$ cat src/rtl/sweep_counter_ctrl.sv
// Triangle-sweep sequencer: drives a bounded up/down counter from lo to hi and
// back, with optional dwell at each end point, for a programmed number of sweeps.
module sweep_counter_ctrl #(
   parameter int WIDTH   = 4,
   parameter int DWELL_W = 4,
   parameter int SWEEP_W = 8
) (
   input  logic               clk,
   input  logic               reset_n,
   input  logic               start,
   input  logic               abort,
   input  logic [WIDTH-1:0]   lo,
   input  logic [WIDTH-1:0]   hi,
   input  logic [DWELL_W-1:0] dwell,
   input  logic [SWEEP_W-1:0] num_sweeps,
   output logic [WIDTH-1:0]   count,
   output logic               up_down,
   output logic               busy,
   output logic               done,
   output logic               cfg_err,
   output logic [SWEEP_W-1:0] sweep_cnt
);

   typedef enum logic [2:0] {
      IDLE     = 3'd0,
      UP       = 3'd1,
      DWELL_HI = 3'd2,
      DOWN     = 3'd3,
      DWELL_LO = 3'd4
   } state_t;

   state_t             state, state_nx;
   logic [WIDTH-1:0]   count_nx;
   logic [SWEEP_W-1:0] sweep_nx;
   logic               done_nx, cfg_err_nx;
   logic [WIDTH-1:0]   lo_q, hi_q, lo_nx, hi_nx;
   logic [DWELL_W-1:0] dwell_q, dwell_nx;
   logic [SWEEP_W-1:0] num_q, num_nx;
   logic [DWELL_W-1:0] dwell_cnt, dwell_cnt_nx;

   logic [WIDTH-1:0]   count_inc, count_dec;
   logic [SWEEP_W-1:0] sweep_inc;

   assign count_inc = count + 1'b1;
   assign count_dec = count - 1'b1;
   assign sweep_inc = sweep_cnt + 1'b1;

   assign busy    = (state != IDLE);
   assign up_down = !((state == DOWN) || (state == DWELL_HI));

   always_comb begin
      state_nx     = state;
      count_nx     = count;
      sweep_nx     = sweep_cnt;
      done_nx      = 1'b0;
      cfg_err_nx   = 1'b0;
      lo_nx        = lo_q;
      hi_nx        = hi_q;
      dwell_nx     = dwell_q;
      num_nx       = num_q;
      dwell_cnt_nx = dwell_cnt;

      // Abort outranks every transition, including the final sweep completing.
      if (abort && (state != IDLE)) begin
         state_nx     = IDLE;
         dwell_cnt_nx = '0;
      end else begin
         case (state)
            IDLE: begin
               if (start && !abort) begin
                  if ((lo < hi) && (num_sweeps != '0)) begin
                     lo_nx    = lo;
                     hi_nx    = hi;
                     dwell_nx = dwell;
                     num_nx   = num_sweeps;
                     count_nx = lo;
                     sweep_nx = '0;
                     state_nx = UP;
                  end else begin
                     cfg_err_nx = 1'b1;
                  end
               end
            end
            UP: begin
               count_nx = count_inc;
               if (count_inc == hi_q) begin
                  if (dwell_q != '0) begin
                     state_nx     = DWELL_HI;
                     dwell_cnt_nx = dwell_q;
                  end else begin
                     state_nx = DOWN;
                  end
               end
            end
            DWELL_HI: begin
               dwell_cnt_nx = dwell_cnt - 1'b1;
               if (dwell_cnt == DWELL_W'(1)) state_nx = DOWN;
            end
            DOWN: begin
               count_nx = count_dec;
               if (count_dec == lo_q) begin
                  sweep_nx = sweep_inc;
                  if (sweep_inc == num_q) begin
                     state_nx = IDLE;
                     done_nx  = 1'b1;
                  end else if (dwell_q != '0) begin
                     state_nx     = DWELL_LO;
                     dwell_cnt_nx = dwell_q;
                  end else begin
                     state_nx = UP;
                  end
               end
            end
            DWELL_LO: begin
               dwell_cnt_nx = dwell_cnt - 1'b1;
               if (dwell_cnt == DWELL_W'(1)) state_nx = UP;
            end
            default: state_nx = IDLE;
         endcase
      end
   end

   always_ff @(posedge clk) begin
      if (!reset_n) begin
         state     <= IDLE;
         count     <= '0;
         sweep_cnt <= '0;
         done      <= 1'b0;
         cfg_err   <= 1'b0;
         lo_q      <= '0;
         hi_q      <= '0;
         dwell_q   <= '0;
         num_q     <= '0;
         dwell_cnt <= '0;
      end else begin
         state     <= state_nx;
         count     <= count_nx;
         sweep_cnt <= sweep_nx;
         done      <= done_nx;
         cfg_err   <= cfg_err_nx;
         lo_q      <= lo_nx;
         hi_q      <= hi_nx;
         dwell_q   <= dwell_nx;
         num_q     <= num_nx;
         dwell_cnt <= dwell_cnt_nx;
      end
   end

endmodule

$ cat config.mk
export PLATFORM = sky130hd
export DESIGN_NAME = sweep_counter_ctrl
export DESIGN_NICKNAME = d
export VERILOG_FILES = /design/src/rtl/sweep_counter_ctrl.sv
export SDC_FILE = /design/constraint.sdc
export NUM_CORES = 1
export LEC_CHECK = 0
export ABC_AREA = 1
export BUFFER_PORTS_ARGS = -buffer_cell sky130_fd_sc_hd__buf_2
export CORE_ASPECT_RATIO = 0.7
export CORE_MARGIN = 2
export CORE_UTILIZATION = 29
export DETAILED_ROUTE_END_ITERATION = 6
export GPL_TIMING_DRIVEN = 1
export SYNTH_ARGS = -nofsm -noshare
export SYNTH_HDL_FRONTEND = slang
export SYNTH_SLANG_ARGS = --single-unit
$ cat constraint.sdc
create_clock -name clk -period 3.4 [get_ports clk]
set_input_delay 0.51 -clock clk [delete_from_list [all_inputs] [get_ports clk]]
set_output_delay 0.51 -clock clk [all_outputs]
set_load 0.005 [all_outputs]
# After elaboration in Yosys (flattened, before gate mapping)
# Index checks and enable logic that the tools add are counted.
[word_totals] ram_bits=0 n_memories=0 latch_bits=0 regBits=41 in_bits=24 elab_cells=82 mem_bits_ro=0 output_inout_bits=16
[op_classes] muxes=24 magnitude_cmp=1 n_reduce_logical=22 bitwise_logic=6 mul=0 n_eq_ne=15 shift=0 n_addsub=4 n_div=0
[ops] op="$mux W3" n=8
[ops] op="$mux W4" n=6
[ops] op="$mux W8" n=3
[ops] op="$pmux W4 S3" n=2
[ops] op="$pmux W8 S2" n=1
[ops] op="$pmux W3 S5" n=1
[ops] op="$reduce_and A4 Y1" n=3
[ops] op="$ne A2 B2 Y1 const B" n=5
[ops] op="$reduce_bool A3 Y1" n=3
[ops] op="$add A8 B1 Y8 const B" n=1
[ops] op="$eq A4 B4 Y1" n=2
[ops] op="$eq A8 B8 Y1" n=1
[ops] op="$reduce_bool A8 Y1" n=1
[ops] op="$reduce_or A4 Y1" n=2
[ops] op="$sub A4 B1 Y4 const B" n=2
[ops] op="$eq A3 B2 Y1 const B" n=2
[ops] op="$not A1 Y1" n=6
[ops] op="$reduce_and A6 Y1" n=1
[ops] op="$reduce_and A5 Y1" n=1
[ops] op="$add A4 B1 Y4 const B" n=1
[ops] op="$eq A4 B1 Y1 const B" n=1
[ops] op="$lt A4 B4 Y1" n=1
[ops] op="$ne A2 B1 Y1 const B" n=2
[ops] op="$reduce_bool A4 Y1" n=1
[ops] op="other kinds (9)" n=15

# Longest topological paths before layout
# Gate-level depths: netlist of the first run.
[depth] ltp_word=5 depth_mapped=15 depth_no_buf=14

# Worst setup path before layout of the first run
# OpenSTA, ideal clock, no wires.
[synth_timing] path_kind="input-to-reg" from="input hi[1]" to="register sweep_cnt[1]" stages=10 required_time_ns=3.284 n_path_buf=1 slack_ns=1.492 setup_time_ns=0.116 arrival_time_ns=1.792 cell_sequence="inv_1 -> ha_1 -> a21boi_0 -> o21bai_1 -> nand4_4 -> o21ai_4 -> nand2_4 -> buf_6 -> a21oi_1 -> nor3_1"
[synth_between] elab_chain_len=4
[synth_rtl] item="start: declaration" line_no="13" rtl="input logic [WIDTH-1:0] hi,"
[synth_rtl] item="$lt A4 B4 Y1" line_no="71" rtl="if ((lo < hi) && (num_sweeps != '0)) begin"
[synth_rtl] item="$logic_and A1 B1 Y1" line_no="71"
[synth_rtl] item="$ne A2 B2 Y1 (no line)"
[synth_rtl] item="$reduce_and A5 Y1 (no line)"
[synth_rtl] item="end signal: assignment" line_no="138" rtl="sweep_cnt <= sweep_nx;"
[synth_rtl] item="end: declaration" line_no="21" rtl="output logic [SWEEP_W-1:0] sweep_cnt"
# Every way passes these cells.
# A chain may end at the register's enable or synchronous reset.

# Worst setup path in the final report of the first run
[layout_timing] from="register count[0]" to="register dwell_cnt[2]"
[layout_between] elab_chain_len=4 word_cells_on_any_way=7 classes_between="add/sub: 2; eq/ne: 4; reduce/logical: 1"
[layout_rtl] item="start: declaration" line_no="16" rtl="output logic [WIDTH-1:0] count,"
[layout_rtl] item="start signal: assignment" line_no="137" rtl="count <= count_nx;"
[layout_rtl] item="$add A4 B1 Y4 or $sub A4 B1 Y4 (tied branches)" line_no="44, 45"
[layout_rtl] item="$eq A4 B4 Y1, on equally long branches" line_no="86, 101"
[layout_rtl] item="$ne A2 B2 Y1 (no line) or $ne A2 B1 Y1 (tied branches)"
[layout_rtl] item="$reduce_and A4 Y1 (no line) (*)"
[layout_rtl] item="end signal: assignment" line_no="145" rtl="dwell_cnt <= dwell_cnt_nx;"
[layout_rtl] item="end: declaration" line_no="39" rtl="logic [DWELL_W-1:0] dwell_cnt, dwell_cnt_nx;"
# Mark *: on every way between the ends. The rest lies on a longest branch, timed or not.

==> impl_metrics.json, run 1 <==
{
  "worst_path_max_delay_cell": "dfxtp_1",
  "ys_top_cells_by_area": "dfxtp_1 33%, nand2_1 12%, a21oi_1 7.0%, o21ai_0 6.4%, nor2_1 6.0%",
  "nets": 441,
  "synthesis.nets": 404,
  "arrival_ns": 2.55,
  "async_flop_share_pct": 0,
  "cts_resized": 0,
  "rows": 28,
  "clockRootBuffer": "clkbuf_16",
  "antenna_found_initial": 0,
  "clk_pin_slew_worst_paths_ns": 0.06,
  "yosysTopAreaCell": "dfxtp_1",
  "fillers": 919,
  "hpwlAfterDp_mm": 5.12,
  "critPathKind": "reg -> reg",
  "post_drt_wl_per_cell_um": 12.7,
  "ys.flop_type": "dfxtp_1",
  "grt_pass1_wl_mm": 11.2,
  "fin_tns_setup_ns": 0,
  "powerDensity_mw_per_mm2": 870,
  "grt_max_degree": 34,
  "vias_per_cell": 4.75,
  "num_antenna_cells": 0,
  "layout_commonest_cell": "nand2_1",
  "place_ws_ns": 0.964,
  "ys_seq_area_share_pct": 32.8,
  "crit_required_ns": 3.62,
  "port_buffers": 39,
  "min_period_ns": 2.33,
  "area_delta_synth_final_pct": 16.8,
  "min_path_type": "reg -> reg",
  "grt-ovfl-total": 0,
  "numCtsBuffers": 5,
  "htreeDepth": 2,
  "slowest_delay_ns": 0.53,
  "dpl_cell_area_mm2": 0.00278,
  "finalHoldViolations": 0,
  "drc": 0,
  "drv_slew": 0,
  "postCtsSetupBuffers": 0,
  "wl_met3_um": 446,
  "cp_max_fo": 8,
  "multiInputGateArea_mm2": 0.00146,
  "cts_buffer_depth": 2,
  "core_mm2": 0.00841,
  "finalSetupViolCount": 0,
  "cts_tree": "done",
  "synth_top_area_share_pct": 32.8,
  "first_pass_iters": 4,
  "die-height_um": 81.7,
  "regArea_um2": 821,
  "cts_hold_buf": 0,
  "drive_gt1_share_pct": 18.0,
  "synth.distinct_cells": 36,
  "slew_headroom_pct": 59.7,
  "clock-sinks": 41,
  "cp-start-kind": "flop",
  "vias": 2448,
  "power_leakage_nw": 1.33,
  "tightest_slew_ns": 0.599,
  "ios": 40,
  "syn-cell-area_mm2": 0.00250,
  "die_x_um": 115,
  "final_cell_mix": "77 x nand2_1, 41 x dfxtp_1, 40 x nor2_1",
  "track_usage_pct": 15.2,
  "rsz0062_at_grt": "false",
  "path_common_cell": "nand2_1",
  "fin_area_mm2": 0.00292,
  "peakVddDrop_mv": 0.370,
  "drt-met1-wl_mm": 3.48,
  "status": "complete, no violations",
  "synthCells": 372,
  "clkLatencyLatePin_ns": 0.28,
  "ys_seq_elements": 41,
  "cp_cell_sequence": "inv_2 > ha_1 > xor2_1 > nor2_1 > nand3_1 > o21bai_1 > nand2_1 > nor2_4 > nand2_1 > nand2_1 > nand2_1 > nor2_1",
  "worst_slack_ns": 1.07,
  "ant_nets": 0,
  "ys_warn_count": 0,
  "min_period_over_period_pct": 68.5,
  "gp_congestion": 0.792,
  "grt_pass1_vias": 2258,
  "met2_wirelength_mm": 2.56,
  "die_area_mm2": 0.00940,
  "top_layer_used": "met4",
  "initial_core_util_pct": 29.7,
  "routed_wl_mm": 6.56,
  "drtIter0Drc": 145,
  "avgSynthCellArea_um2": 6.72,
  "maxCapViolCount": 0,
  "max_freq_mhz": 429,
  "skew_ns": 0.00357,
  "critPathCaptureType": "flop",
  "synth_edf_count": 0
}
## worst paths after layout
| path | slack (ns) | from | depth (start not counted) | endpoint |
|---|---|---|---|---|
| worst max-delay path | 1.07 | count[0] | 12 | dwell_cnt[2] |
| worst min-delay path | 0.47 | num_q[2] | 2 | num_q[2] |
| worst max register to register | 1.07 | count[0] | 12 | dwell_cnt[2] |
| worst min register to register | 0.47 | num_q[2] | 2 | num_q[2] |
## where the power goes
group | switching [mW] | total, mW | internal, mW
clock | 0.191 | 0.464 | 0.273
sequential | 0.158 | 0.774 | 0.616
combinational | 0.810 | 1.30 | 0.493
## cell usage after synthesis, drive strengths merged (3+ instances only)
cell type and n:
nand2 81, nor2 49, inv 47, dfxtp 41, o21ai 36, a21oi 35
nand3 31, ha 8, xor2 6, clkbuf 5, nand3b 5, xnor2 5
buf 4, nand4 4, a31oi 3
## final cells by class
| cell class | instances | area share (%) |
|---|---|---|
| Timing Repair Buffer | 39 | 6.68 |
| Inverter | 47 | 6.04 |
| Tap cell | 105 | 4.50 |
| Clock buffer | 7 | 4.54 |
| Sequential cell | 41 | 28.1 |
| Clock inverter | 1 | 0.257 |
| Multi-Input combinational cell | 275 | 49.9 |
## stage by stage
stage | hold slack [ns] | total power, mW | instances | utilization (%)
finish | 0.474 | 2.54 | 515 | 34.7
detailed placement | 0.465 | 2.08 | 507 | 33.1
floorplan | 0.443 | 1.77 | 372 | -
global placement | 0.459 | 2.06 | 507 | 33.1
CTS | 0.474 | 2.55 | 515 | 34.7
global route | 0.503 | 2.79 | 515 | 34.7
## critical path: cells and delay by family, from the launching register on
kind,cells,cell delay [ns]
buffers and inverters,1,0.10
DFF,1,0.53
xor gates and xnor gates,1,0.17
AOI/OAI and AO/OA,1,0.22
adders and majority gates,1,0.40
and+or+nand+nor,8,0.83
## routing by layer
layer	up-vias	GRT usage [%]
met5	-	0
li1	1296	-
met3	10	2.95
met1	1067	22.9
met4	0	4.22
met2	75	21.6
## registers in the layout, summed over array words and instances (netlist names), 3 cells and up
name,flops
count,4
state,3
num_q,8
sweep_cnt,8
lo_q,4
hi_q,4
dwell_cnt,4
dwell_q,4
## kinds of logic after synthesis
family | share of synthesized area [%]
and+or+nand+nor | 33.2
DFF | 32.8
adders and majority gates | 4.00
xor gates and xnor gates | 3.85
AOI/OAI and AO/OA | 17.2
buffers and inverters | 8.95
Note: power is estimated with default switching activity, not from simulation.
==> run 2, diff against run 1 <==
ABC_AREA = 0   (was 1)
clock period = 2.15 ns   (was 3.4 ns; I/O delays follow)
==> run 2 against run 1 <==
Net effect: via count is 0.25% lower; setup slack worse by 1.0 ns; power rose by 0.22%; cell count shrank 5.4%; highest routed layer unchanged; fmax rose by 12%; combinational power is 39% lower; count of clock-buffer cells in the layout is 1 lower; flip-flop and latch count did not move; clock power up 92%; largest cell class unchanged; sequential power grew 11%; sequential share of layout area is 2.3 points lower; critical path depth fell by 4.
==> impl_metrics.json, run 2 <==
{
  "track_usage_pct": 15.3,
  "grt-ovfl-total": 0,
  "cp_max_fo": 5,
  "drc": 0,
  "ys_warn_count": 0,
  "clkLatencyLatePin_ns": 0.28,
  "ys_top_cells_by_area": "dfxtp_1 33%, a21oi_1 7.3%, nand2_1 7.1%, xnor2_1 6.0%, nor2_1 4.9%",
  "nets": 413,
  "gr-max-usage-layer": "met2",
  "antenna_found_initial": 0,
  "tightest_slew_ns": 0.682,
  "min_path_type": "in -> reg",
  "fillers": 849,
  "cp-start-kind": "flop",
  "powerDensity_mw_per_mm2": 790,
  "layout_commonest_cell": "nand2_1",
  "synthCells": 322,
  "die_x_um": 114,
  "cts_tree": "done",
  "min_period_ns": 2.09,
  "die-height_um": 81.3,
  "top_regs": "num_q: 8 flops, sweep_cnt: 8 flops",
  "core_mm2": 0.00837,
  "synth_top_area_share_pct": 33.1,
  "rows": 28,
  "synthesis.nets": 354,
  "routed_wl_mm": 6.87,
  "drv_slew": 0,
  "yosysTopAreaCell": "dfxtp_1",
  "finalHoldViolations": 0,
  "final_cell_mix": "47 x nand2_1, 39 x buf_2, 35 x dfxtp_1",
  "total_power_mw": 2.55,
  "clockRootBuffer": "clkbuf_16",
  "critPathCaptureType": "flop",
  "clk_pin_slew_worst_paths_ns": 0.06,
  "initial_core_util_pct": 29.6,
  "drtIter0Drc": 81,
  "min_period_over_period_pct": 97.0,
  "grt_pass1_vias": 2377,
  "hpwlAfterDp_mm": 5.26,
  "critPathKind": "reg -> reg",
  "fin_tns_setup_ns": 0,
  "syn-cell-area_mm2": 0.00248,
  "slew_headroom_pct": 54.1,
  "cp_cell_sequence": "buf_6 > and4_4 > and3b_4 > o32a_1 > a21oi_2 > nor3_4 > or4_4 > a21oi_2",
  "synth_edf_count": 0,
  "use_met3_pct": 3.81,
  "async_flop_share_pct": 0,
  "cts_buffer_depth": 2,
  "skew_ns": 0.00497,
  "port_buffers": 39,
  "grtUsageMet1_pct": 20.6,
  "ys_seq_area_share_pct": 33.1,
  "path_common_cell": "a21oi_2",
  "post_drt_wl_per_cell_um": 14.1,
  "avgSynthCellArea_um2": 7.69,
  "grt_pass1_wl_mm": 11.4,
  "worst_path_max_delay_cell": "or4_4",
  "use_met2_pct": 24.4,
  "ys.flop_type": "dfxtp_1",
  "dpl_cell_area_mm2": 0.00295,
  "vias": 2442,
  "htreeDepth": 2,
  "finalSetupViolCount": 0,
  "clock-sinks": 41,
  "status": "complete, no violations",
  "die_area_mm2": 0.00931,
  "max_freq_mhz": 480,
  "gp_congestion": 0.887,
  "drive_gt1_share_pct": 28.0,
  "rsz0062_at_grt": "true",
  "ant_nets": 0,
  "fin_area_mm2": 0.00322,
  "vias_per_cell": 5.01,
  "ys_seq_elements": 41,
  "slowest_delay_ns": 0.42,
  "area_delta_synth_final_pct": 30.2,
  "maxCapViolCount": 0,
  "crit_required_ns": 2.37,
  "power_leakage_nw": 1.26,
  "grt_max_degree": 32,
  "arrival_ns": 2.30,
  "num_antenna_cells": 0,
  "numCtsBuffers": 5,
  "synth.distinct_cells": 49,
  "yosysMostFrequentCell": "nand2_1",
  "ios": 40,
  "first_pass_iters": 4,
  "peakVddDrop_mv": 0.467,
  "ys_top_cells_by_count": "47 x nand2_1, 41 x dfxtp_1, 36 x a21oi_1, 32 x nor2_1, 18 x o21ai_0"
}
[run 2: metal layers]
metal	vias up	part of all wire [%]
li1	1247	-
met1	1135	49
met2	49	44
met3	11	5.5
met4	0	1.4
met5	-	0
[run 2: cells by family (layout without fill, tap and decap cells)]
group | after synthesis | in the layout | share of synthesized area (%)
flip-flops | 41 | 41 | 33.1
buffers and inverters | 28 | 88 | 4.80
AND/OR/NAND/NOR | 131 | 131 | 26.0
XOR/XNOR | 22 | 22 | 7.78
multiplexers | 7 | 7 | 2.83
AO/OA/AOI/OAI | 85 | 85 | 21.4
adder cells (fa/ha/maj) | 8 | 8 | 4.04
[run 2: report_power, final]
group,internal [mW],switching [mW]
combinational,0.349,0.446
clock,0.579,0.314
sequential,0.809,0.0486
total,1.74,0.808
[run 2: stage by stage]
step           std cells  hold slack (ns)  util [%]  setup WS, ns
2_1_floorplan        322            0.448         -       0.00482
3_3_place_gp         476            0.458      35.2        0.0168
3_5_place_dp         476            0.462      35.2       -0.0460
4_1_cts              485            0.270      37.5        0.0111
5_1_grt              487            0.287      38.5       -0.0310
6_report             487            0.270      38.5        0.0647
[run 2: final timing paths]
kind	start	endpoint	slack, ns	depth (start not counted)
max	sweep_cnt[1]	dwell_cnt[2]	0.06	8
min reg2reg	num_q[0]	num_q[0]	0.46	2
min	dwell[3]	dwell_q[3]	0.27	3
max reg2reg	sweep_cnt[1]	dwell_cnt[2]	0.06	8
[run 2: area by class of cell]
cell class / instances / area, um^2 / area share, %
sequential: 41 / 831 / 25.8
clock inverter: 2 / 37.5 / 1.16
multi-input combinational: 253 / 1620 / 50.3
clock buffer: 6 / 139 / 4.31
timing repair buffer: 68 / 417 / 12.9
tap: 105 / 131 / 4.08
inverter: 12 / 45.0 / 1.40
[run 2: repair_timing]
action                     in CTS  in global routing
setup endpoints to repair       6                 12
hold buffers                    0                  0
buffers inserted                1                  2
pin swaps                       2                 10
gates resized for setup         3                 17
[run 2: worst max-delay path: cells and delay by family, from the launching register on]
family                 cells  cell delay [ns]
DFF                        1             0.32
buffers and inverters      1             0.11
AOI/OAI and AO/OA          3             0.73
and+or+nand+nor            4             0.85
